===== src/rtl/mdu_hilo_if.sv =====
// EX-stage request / HI-LO write-port bundle between the pipeline and the multiply/divide unit.
interface mdu_hilo_if #(parameter int DATA_W = 32);
  logic              start;
  logic [2:0]        op;
  logic [DATA_W-1:0] opa;
  logic [DATA_W-1:0] opb;
  logic              cancel;
  logic              busy;
  logic              we_hi;
  logic [DATA_W-1:0] hi_data_out;
  logic              we_lo;
  logic [DATA_W-1:0] lo_data_out;

  modport master (
    output start, op, opa, opb, cancel,
    input  busy, we_hi, hi_data_out, we_lo, lo_data_out
  );

  modport slave (
    input  start, op, opa, opb, cancel,
    output busy, we_hi, hi_data_out, we_lo, lo_data_out
  );
endinterface


===== src/rtl/mdu_hilo_writer.sv =====
// MIPS multiply/divide unit driving the HI/LO write port; MTHI/MTLO write 1 cycle after accept,
// MULT 2 cycles, DIV DATA_W+2 cycles (2 on divide-by-zero); busy stalls the pipeline meanwhile.
module mdu_hilo_writer #(
  parameter int DATA_W = 32
) (
  input logic       clk,
  input logic       rst,
  mdu_hilo_if.slave bus
);

  localparam int CW = $clog2(DATA_W + 1);

  localparam logic [2:0] OP_MULT  = 3'd1;
  localparam logic [2:0] OP_MULTU = 3'd2;
  localparam logic [2:0] OP_DIV   = 3'd3;
  localparam logic [2:0] OP_MTHI  = 3'd5;
  localparam logic [2:0] OP_MTLO  = 3'd6;

  typedef enum logic [1:0] {IDLE, MUL, DIV, DONE} state_t;

  state_t              state;
  logic [CW-1:0]       cnt;
  logic [DATA_W-1:0]   a_q;    // multiplicand, or dividend magnitude shifting into quotient
  logic [DATA_W-1:0]   b_q;
  logic [DATA_W-1:0]   rem_q;
  logic                sgn_q;
  logic                neg_quo;
  logic                neg_rem;
  logic                dz_q;

  logic                op_valid;
  logic                div_signed;
  logic                opb_zero;
  logic [DATA_W-1:0]   opa_mag;
  logic [DATA_W-1:0]   opb_mag;
  logic [2*DATA_W-1:0] mul_a;
  logic [2*DATA_W-1:0] mul_b;
  logic [2*DATA_W-1:0] product;
  logic [DATA_W:0]     rem_sh;
  logic                rem_ge;

  always_comb begin
    op_valid   = bus.start && (bus.op != 3'd0) && (bus.op != 3'd7);
    div_signed = (bus.op == OP_DIV);
    opb_zero   = (bus.opb == '0);
    // Divide-by-zero keeps the raw dividend so it can be returned unchanged on HI
    opa_mag    = (div_signed && bus.opa[DATA_W-1] && !opb_zero) ? -bus.opa : bus.opa;
    opb_mag    = (div_signed && bus.opb[DATA_W-1]) ? -bus.opb : bus.opb;
    mul_a      = {{DATA_W{sgn_q & a_q[DATA_W-1]}}, a_q};
    mul_b      = {{DATA_W{sgn_q & b_q[DATA_W-1]}}, b_q};
    product    = mul_a * mul_b;
    rem_sh     = {rem_q, a_q[DATA_W-1]};
    rem_ge     = (rem_sh >= {1'b0, b_q});
  end

  always_ff @(posedge clk) begin
    if (!rst) begin
      state           <= IDLE;
      cnt             <= '0;
      a_q             <= '0;
      b_q             <= '0;
      rem_q           <= '0;
      sgn_q           <= 1'b0;
      neg_quo         <= 1'b0;
      neg_rem         <= 1'b0;
      dz_q            <= 1'b0;
      bus.busy        <= 1'b0;
      bus.we_hi       <= 1'b0;
      bus.we_lo       <= 1'b0;
      bus.hi_data_out <= '0;
      bus.lo_data_out <= '0;
    end else begin
      bus.we_hi <= 1'b0;
      bus.we_lo <= 1'b0;
      if (bus.cancel) begin
        state    <= IDLE;
        bus.busy <= 1'b0;
      end else begin
        case (state)
          IDLE: begin
            if (op_valid) begin
              cnt   <= '0;
              rem_q <= '0;
              case (bus.op)
                OP_MTHI: begin
                  bus.we_hi       <= 1'b1;
                  bus.hi_data_out <= bus.opa;
                  state           <= DONE;
                end
                OP_MTLO: begin
                  bus.we_lo       <= 1'b1;
                  bus.lo_data_out <= bus.opa;
                  state           <= DONE;
                end
                OP_MULT, OP_MULTU: begin
                  a_q      <= bus.opa;
                  b_q      <= bus.opb;
                  sgn_q    <= (bus.op == OP_MULT);
                  bus.busy <= 1'b1;
                  state    <= MUL;
                end
                default: begin
                  a_q      <= opa_mag;
                  b_q      <= opb_mag;
                  neg_quo  <= div_signed && (bus.opa[DATA_W-1] ^ bus.opb[DATA_W-1]);
                  neg_rem  <= div_signed && bus.opa[DATA_W-1];
                  dz_q     <= opb_zero;
                  bus.busy <= 1'b1;
                  state    <= DIV;
                end
              endcase
            end
          end
          MUL: begin
            bus.hi_data_out <= product[2*DATA_W-1:DATA_W];
            bus.lo_data_out <= product[DATA_W-1:0];
            bus.we_hi       <= 1'b1;
            bus.we_lo       <= 1'b1;
            bus.busy        <= 1'b0;
            state           <= DONE;
          end
          DIV: begin
            if (dz_q) begin
              bus.hi_data_out <= a_q;
              bus.lo_data_out <= '1;
              bus.we_hi       <= 1'b1;
              bus.we_lo       <= 1'b1;
              bus.busy        <= 1'b0;
              state           <= DONE;
            end else if (cnt == CW'(DATA_W)) begin
              bus.lo_data_out <= neg_quo ? -a_q : a_q;
              bus.hi_data_out <= neg_rem ? -rem_q : rem_q;
              bus.we_hi       <= 1'b1;
              bus.we_lo       <= 1'b1;
              bus.busy        <= 1'b0;
              state           <= DONE;
            end else begin
              // Restoring step: trial-subtract, keep the difference only when it fits
              rem_q <= rem_ge ? DATA_W'(rem_sh - {1'b0, b_q}) : rem_sh[DATA_W-1:0];
              a_q   <= {a_q[DATA_W-2:0], rem_ge};
              cnt   <= cnt + CW'(1);
            end
          end
          default: state <= IDLE;
        endcase
      end
    end
  end

endmodule


===== src/flat_wrapper.sv =====
// flat-port wrapper written by rule: the top's interface ports become plain ports
module mdu_hilo_writer_flat 
#(
  parameter int DATA_W = 32
)
  (clk, rst, bus_start, bus_op, bus_opa, bus_opb, bus_cancel, bus_busy, bus_we_hi, bus_hi_data_out, bus_we_lo, bus_lo_data_out);
  mdu_hilo_if #(.DATA_W(DATA_W)) bus_i ();
  input logic clk;
  input logic rst;
  input wire logic [$bits(bus_i.start)-1:0] bus_start;
  input wire logic [$bits(bus_i.op)-1:0] bus_op;
  input wire logic [$bits(bus_i.opa)-1:0] bus_opa;
  input wire logic [$bits(bus_i.opb)-1:0] bus_opb;
  input wire logic [$bits(bus_i.cancel)-1:0] bus_cancel;
  output wire logic [$bits(bus_i.busy)-1:0] bus_busy;
  output wire logic [$bits(bus_i.we_hi)-1:0] bus_we_hi;
  output wire logic [$bits(bus_i.hi_data_out)-1:0] bus_hi_data_out;
  output wire logic [$bits(bus_i.we_lo)-1:0] bus_we_lo;
  output wire logic [$bits(bus_i.lo_data_out)-1:0] bus_lo_data_out;
  assign bus_i.start = bus_start;
  assign bus_i.op = bus_op;
  assign bus_i.opa = bus_opa;
  assign bus_i.opb = bus_opb;
  assign bus_i.cancel = bus_cancel;
  assign bus_busy = bus_i.busy;
  assign bus_we_hi = bus_i.we_hi;
  assign bus_hi_data_out = bus_i.hi_data_out;
  assign bus_we_lo = bus_i.we_lo;
  assign bus_lo_data_out = bus_i.lo_data_out;
  mdu_hilo_writer #(.DATA_W(DATA_W)) u_core (.clk(clk), .rst(rst), .bus(bus_i));
endmodule

===== config.mk =====
export PLATFORM = sky130hd
export DESIGN_NAME = mdu_hilo_writer_flat
export DESIGN_NICKNAME = d
export VERILOG_FILES = /design/src/rtl/mdu_hilo_if.sv /design/src/rtl/mdu_hilo_writer.sv /design/src/flat_wrapper.sv
export SDC_FILE = /design/constraint.sdc
export NUM_CORES = 2
export LEC_CHECK = 0
export BUFFER_PORTS_ARGS = -buffer_cell sky130_fd_sc_hd__buf_2
export CORE_MARGIN = 8
export CORE_UTILIZATION = 47
export CTS_BUF_LIST = sky130_fd_sc_hd__clkbuf_16
export CTS_CLUSTER_SIZE = 28
export DETAILED_ROUTE_END_ITERATION = 6
export PLACE_DENSITY = 0.6
export SYNTH_ARGS = -nofsm -noshare
export SYNTH_HDL_FRONTEND = slang
export SYNTH_SLANG_ARGS = --single-unit

===== constraint.sdc =====
create_clock -name clk -period 13.8 [get_ports clk]
set_input_delay 2.07 -clock clk [delete_from_list [all_inputs] [get_ports clk]]
set_output_delay 2.07 -clock clk [all_outputs]
set_load 0.01 [all_outputs]

# Word-level counts from Yosys, hierarchy flattened
# Cells that the tools add are included.
# op_classes
addsub	6
n_mul	1
n_lt_le_gt_ge	1
eq_ne	16
mux	47
bitwise_logic	7
n_reduce_logical	25
# ops
op	count
32-bit 2-to-1 mux	19
32-bit one-hot mux with 2 select lines	4
32-bit one-hot mux with 3 select lines	2
32-bit negation	4
33-bit by 33-bit multiplier with 64-bit output	1
33-bit by 32-bit greater-or-equal comparator with 1-bit output	1
32-bit zero test	1
32-bit subtractor	1
6-bit 2-to-1 mux	3
4-bit AND reduction	4
5-bit AND reduction	3
6-bit one-hot mux with 2 select lines	1
1-bit 2-to-1 mux	10
2-bit inequality test, second input constant	5
1-bit one-hot mux with 3 select lines	3
6-bit by 1-bit adder with 6-bit output, second input constant	1
3-bit by 2-bit == test with 1-bit output, second input constant	2
3-bit == test, second input constant	2
6-bit == test, second input constant	1
1-bit logical AND	6
2-bit 2-to-1 mux	3
2-bit one-hot mux with 3 select lines	1
6-bit AND reduction	1
3-bit nonzero test	2
16 further kinds	22
# word_totals
reg_bits	175
output_inout_bits	67
wordCells	117

# Logic depth before layout (Yosys ltp)
# depth
word_depth	7
depth_mapped	31
mapped_depth_nobuf	28

# Worst setup path before layout
# Ideal clock, no wire load.
# synth_path
path_kind	register -> register
startpoint	register u_core.a_q[31]
endpoint	register u_core.bus.hi_data_out[28]
arrival_ns	7.775
slack_ns	5.965
path_stages_with_launch	28
path_buffers	1
period_less_slack_ns	7.835
cell_sequence	dfxtp_1 -> and2_1 -> clkbuf_1 -> nand2_1 -> inv_1 -> fa_1 -> inv_1 -> fa_1 -> inv_1 -> fa_1 -> inv_1 -> fa_1 -> fa_1 -> fa_1 -> fa_1 -> fa_1 -> inv_1 -> ha_1 -> a21o_1 -> o21bai_1 -> a21o_1 -> a21o_1 -> a21o_1 -> a21oi_1 -> mux2i_1 -> a21oi_1 -> o31ai_1 -> a22o_1
# synth_via
elab_chain_cells	3
# synth_rtl
item	line	rtl
start: declaration	mdu_hilo_writer.sv:23	logic [DATA_W-1:0] a_q;
start signal: assignment	mdu_hilo_writer.sv:96	a_q <= bus.opa;
start signal: assignment	mdu_hilo_writer.sv:103	a_q <= opa_mag;
start signal: assignment	mdu_hilo_writer.sv:140	a_q <= {a_q[DATA_W-2:0], rem_ge};
1-bit AND	mdu_hilo_writer.sv:49	mul_a = {{DATA_W{sgn_q & a_q[DATA_W-1]}}, a_q};
33-bit by 33-bit multiplier with 64-bit output (*)	mdu_hilo_writer.sv:51	product = mul_a * mul_b;
32-bit one-hot mux with 3 select lines (*)	mdu_hilo_writer.sv:79	case (state)
end signal: assignment	mdu_hilo_writer.sv:87	bus.hi_data_out <= bus.opa;
end signal: assignment	mdu_hilo_writer.sv:115	bus.hi_data_out <= product[2*DATA_W-1:DATA_W];
end signal: assignment	mdu_hilo_writer.sv:124	bus.hi_data_out <= a_q;
end: declaration	mdu_hilo_if.sv:21	output busy, we_hi, hi_data_out, we_lo, lo_data_out
# Every way passes the cells marked *; elsewhere a longest branch is shown, timed or not.
# A chain may end at the register's enable or synchronous reset.

# Worst setup path in the final report
# layout_path
startpoint	register u_core.a_q[31]
endpoint	register u_core.bus.hi_data_out[26]
# The elaborated chain is that of the path after synthesis.

==> impl_metrics.py <==
metrics = {
    "worst_setup_path": {
        "required_ps": 14180,
        "worst-r2r-setup-slack_ps": 4500,
        "cp-start-kind": "register",
        "slowest_stage": "fa_1",
        "arrival_ps": 9680,
        "cpMostUsedCell": "fa_1",
        "end_kind": "register",
        "critPathKind": "register to register",
        "cpPeakStageDelay_ps": 920,
        "cp_max_fo": 13,
    },
    "grt": {
        "use_met3": 0.0546,
        "use_met2": 0.491,
        "grt_pass1_wl_mm": 264,
        "antenna_found_initial": 7,
        "grt_remaining_overflow": 0,
        "use_met1": 0.380,
        "grt-busiest-layer": "met2",
        "track_usage": 0.295,
        "grt_pass1_vias": 42700,
        "grt_max_degree": 82,
    },
    "cells_and_area": {
        "area_delta_synth_final_pct": 4.80,
        "nets": 7279,
        "fin_area_um2": 52800,
        "layout-drive-gt1-share": 0.0555,
        "fillers": 10400,
        "utilization": 0.494,
    },
    "placement": {
        "place_area_um2": 52200,
        "pre_cts_ws_ps": 4610,
        "place_congestion": 1.01,
        "portBuffers": 137,
        "dp_hpwl_mm": 134,
    },
    "floorplanning": {
        "io_pins": 138,
        "start_util": 0.472,
        "die_x_um": 343,
        "core_um2": 107000,
        "fp.dieArea_um2": 118000,
        "rows": 120,
        "die_h_um": 343,
    },
    "power_and_ir_drop": {
        "switchingPower_mw": 1.12,
        "p_int_mw": 1.13,
        "power_density_nw_per_um2": 42.5,
        "pwr-share-clk": 0.223,
        "p_seq_frac": 0.255,
        "power.leakage_nw": 25.1,
        "ir_drop_mv": 0.0941,
        "p_comb_frac": 0.522,
        "p_sw_frac": 0.498,
    },
    "clocking": {
        "clk_pin_slew_ps": 90,
        "hold_buffers": 0,
        "cts_tree": "done",
        "cts_resized": 0,
        "cts-root-buf": "clkbuf_16",
        "cts_setup_buffers": 0,
        "clock_latency_ps": 480,
        "clock_sink_count": 175,
        "cts.path.max_buffers": 2,
        "htreeDepth": 4,
        "numCtsBuffers": 17,
    },
    "synthesis": {
        "synth_ff_type": "dfxtp_1",
        "synth_seq_area_share": 0.0696,
        "synth_cell_types": 77,
        "synth.avg_cell_area_um2": 8.48,
        "yosys_warnings": 0,
        "synth-edff-count": 0,
        "synth_common_cells": "inv_1, fa_1, nand2_1",
        "async_reset_ff_frac": 0,
        "synthMostInstantiatedCell": "inv_1",
        "synthesis.nets": 7395,
        "synth-seq-cells": 175,
        "synth_top_cell_by_area": "fa_1",
        "synth_cells": 5939,
        "yosys.area.top_type_share": 0.448,
        "synth_area_um2": 50400,
        "synth_area_leaders": "fa_1, inv_1, nand2_1",
    },
    "outcome": {
        "outcome": "completed",
    },
    "drt": {
        "ant_nets": 0,
        "wire_per_inst_um": 23.7,
        "drt-initial-drc-count": 3304,
        "dr.pass1.iters": 7,
        "via_count": 40900,
        "viasPerCell": 5.65,
        "drt_wl_total_mm": 171,
        "drc_errors": 0,
    },
    "timing": {
        "rsz0062_at_grt": "false",
        "setup_slack_ps": 4500,
        "post-route-min-period_ps": 9300,
        "timing.final.crit_share": 0.674,
        "setup_viol": 0,
        "worst_pin_slew_ps": 1170,
        "slew_headroom": 0.221,
        "slew_viol_final": 0,
        "fin_setup_tns_ps": 0,
        "timing.fmax_mhz": 108,
        "hold_viol_final": 0,
        "fin_skew_ps": 18.3,
    },
    "hold_path": {
        "hp-class": "register to register",
    },
    "run": {
        "max-cap-violations": 0,
    },
}
-- area by class of cell --
cell class,instances,area (µm²),area share
clock inverter,15,140,0.00265
tap,1403,1760,0.0333
sequential,175,3520,0.0667
inverter,1194,4480,0.0849
clock buffer,17,425,0.00806
multi-input combinational,4204,41100,0.778
timing repair buffer,231,1390,0.0264
antenna,2,5.00,0.0000948
-- sequential cells by signal (all words and copies together), names as in the netlist, 2 cells and up --
signal	flops
u_core.rem_q	32
u_core.bus.hi_data_out	32
u_core.cnt	6
u_core.a_q	32
u_core.b_q	32
u_core.state	2
u_core.bus.lo_data_out	32
-- stage by stage --
| stage | cells | hold slack (ps) | total power [mW] |
|---|---|---|---|
| floorplan | 5939 | 462 | 1.29 |
| global placement | 7207 | 446 | 1.73 |
| detailed placement | 7207 | 446 | 1.73 |
| CTS | 7239 | 460 | 2.23 |
| global route | 7239 | 499 | 2.36 |
| finish | 7241 | 458 | 2.24 |
-- critical path, delay by kind of cell, from the launching register on --
kind / cells / cell delay [ps]
compound gates: 4 / 830
xor+xnor: 1 / 120
fa+ha+maj: 9 / 4780
buf+inv: 7 / 1110
flops: 1 / 330
simple gates: 6 / 2020
-- layer usage --
layer | wire length [µm] | share of wire | vias to the layer above
li1 | - | - | 17800
met1 | 67300 | 0.39 | 21100
met2 | 81700 | 0.48 | 1761
met3 | 14400 | 0.084 | 355
met4 | 8090 | 0.047 | 4
met5 | 27 | 0.00016 | -
-- power groups by stage --
stage	combinational, mW	clock [mW]	sequential (mW)
finish	1.17	0.499	0.573
global route	1.27	0.518	0.573
CTS	1.16	0.503	0.570
detailed placement	1.15	0	0.582
global placement	1.15	0	0.582
floorplan	0.731	0	0.560
-- final timing paths --
check                                            endpoint  cells after the start                                    start
hold / removal    u_core.bus.lo_data_out[26]$_SDFFE_PN0P_                      2  u_core.bus.lo_data_out[26]$_SDFFE_PN0P_
setup / recovery  u_core.bus.hi_data_out[26]$_SDFFE_PN0P_                     27              u_core.a_q[31]$_SDFFE_PN0P_
setup reg to reg  u_core.bus.hi_data_out[26]$_SDFFE_PN0P_                     27              u_core.a_q[31]$_SDFFE_PN0P_
hold reg to reg   u_core.bus.lo_data_out[26]$_SDFFE_PN0P_                      2  u_core.bus.lo_data_out[26]$_SDFFE_PN0P_
-- kinds of logic (layout without fill, tap and decap cells) --
kind of cell / Yosys count / in the layout / share of synthesized area
compound gates: 725 / 725 / 0.0921
buf+inv: 1560 / 1457 / 0.116
mux: 29 / 29 / 0.00576
other cells: 0 / 2 / 0
xor+xnor: 227 / 227 / 0.0395
simple gates: 1838 / 1838 / 0.165
flops: 175 / 175 / 0.0696
fa+ha+maj: 1385 / 1385 / 0.512
-- cells in the final DEF (no fill, tap or decap), types with 12 or more instances in the layout --
cell	netlist	layout
inv_1	1192	1191
fa_1	1126	1126
nand2_1	981	980
and2_1	307	307
nor2_1	291	290
ha_1	259	256
a21oi_1	208	207
dfxtp_1	175	159
o21ai_0	138	138
buf_2	4	137
xnor2_1	135	135
buf_4	0	94
xor2_1	92	92
o21ai_1	55	55
a21o_1	48	48
a211oi_1	47	46
nor3_1	45	45
o31ai_1	45	45
and3_1	41	41
a221oi_1	33	33
nand3_1	33	32
mux2i_1	29	29
nand4_1	25	25
nand2b_1	21	21
or3_1	20	20
a31oi_1	17	17
o21bai_1	17	17
clkbuf_16	0	17
dfxtp_2	0	16
o41ai_1	15	15
or2_2	13	13
or4_1	13	13
nor4_1	12	12
nor2b_1	12	12
o211ai_1	12	12
Power figures use the tool's default switching activity.
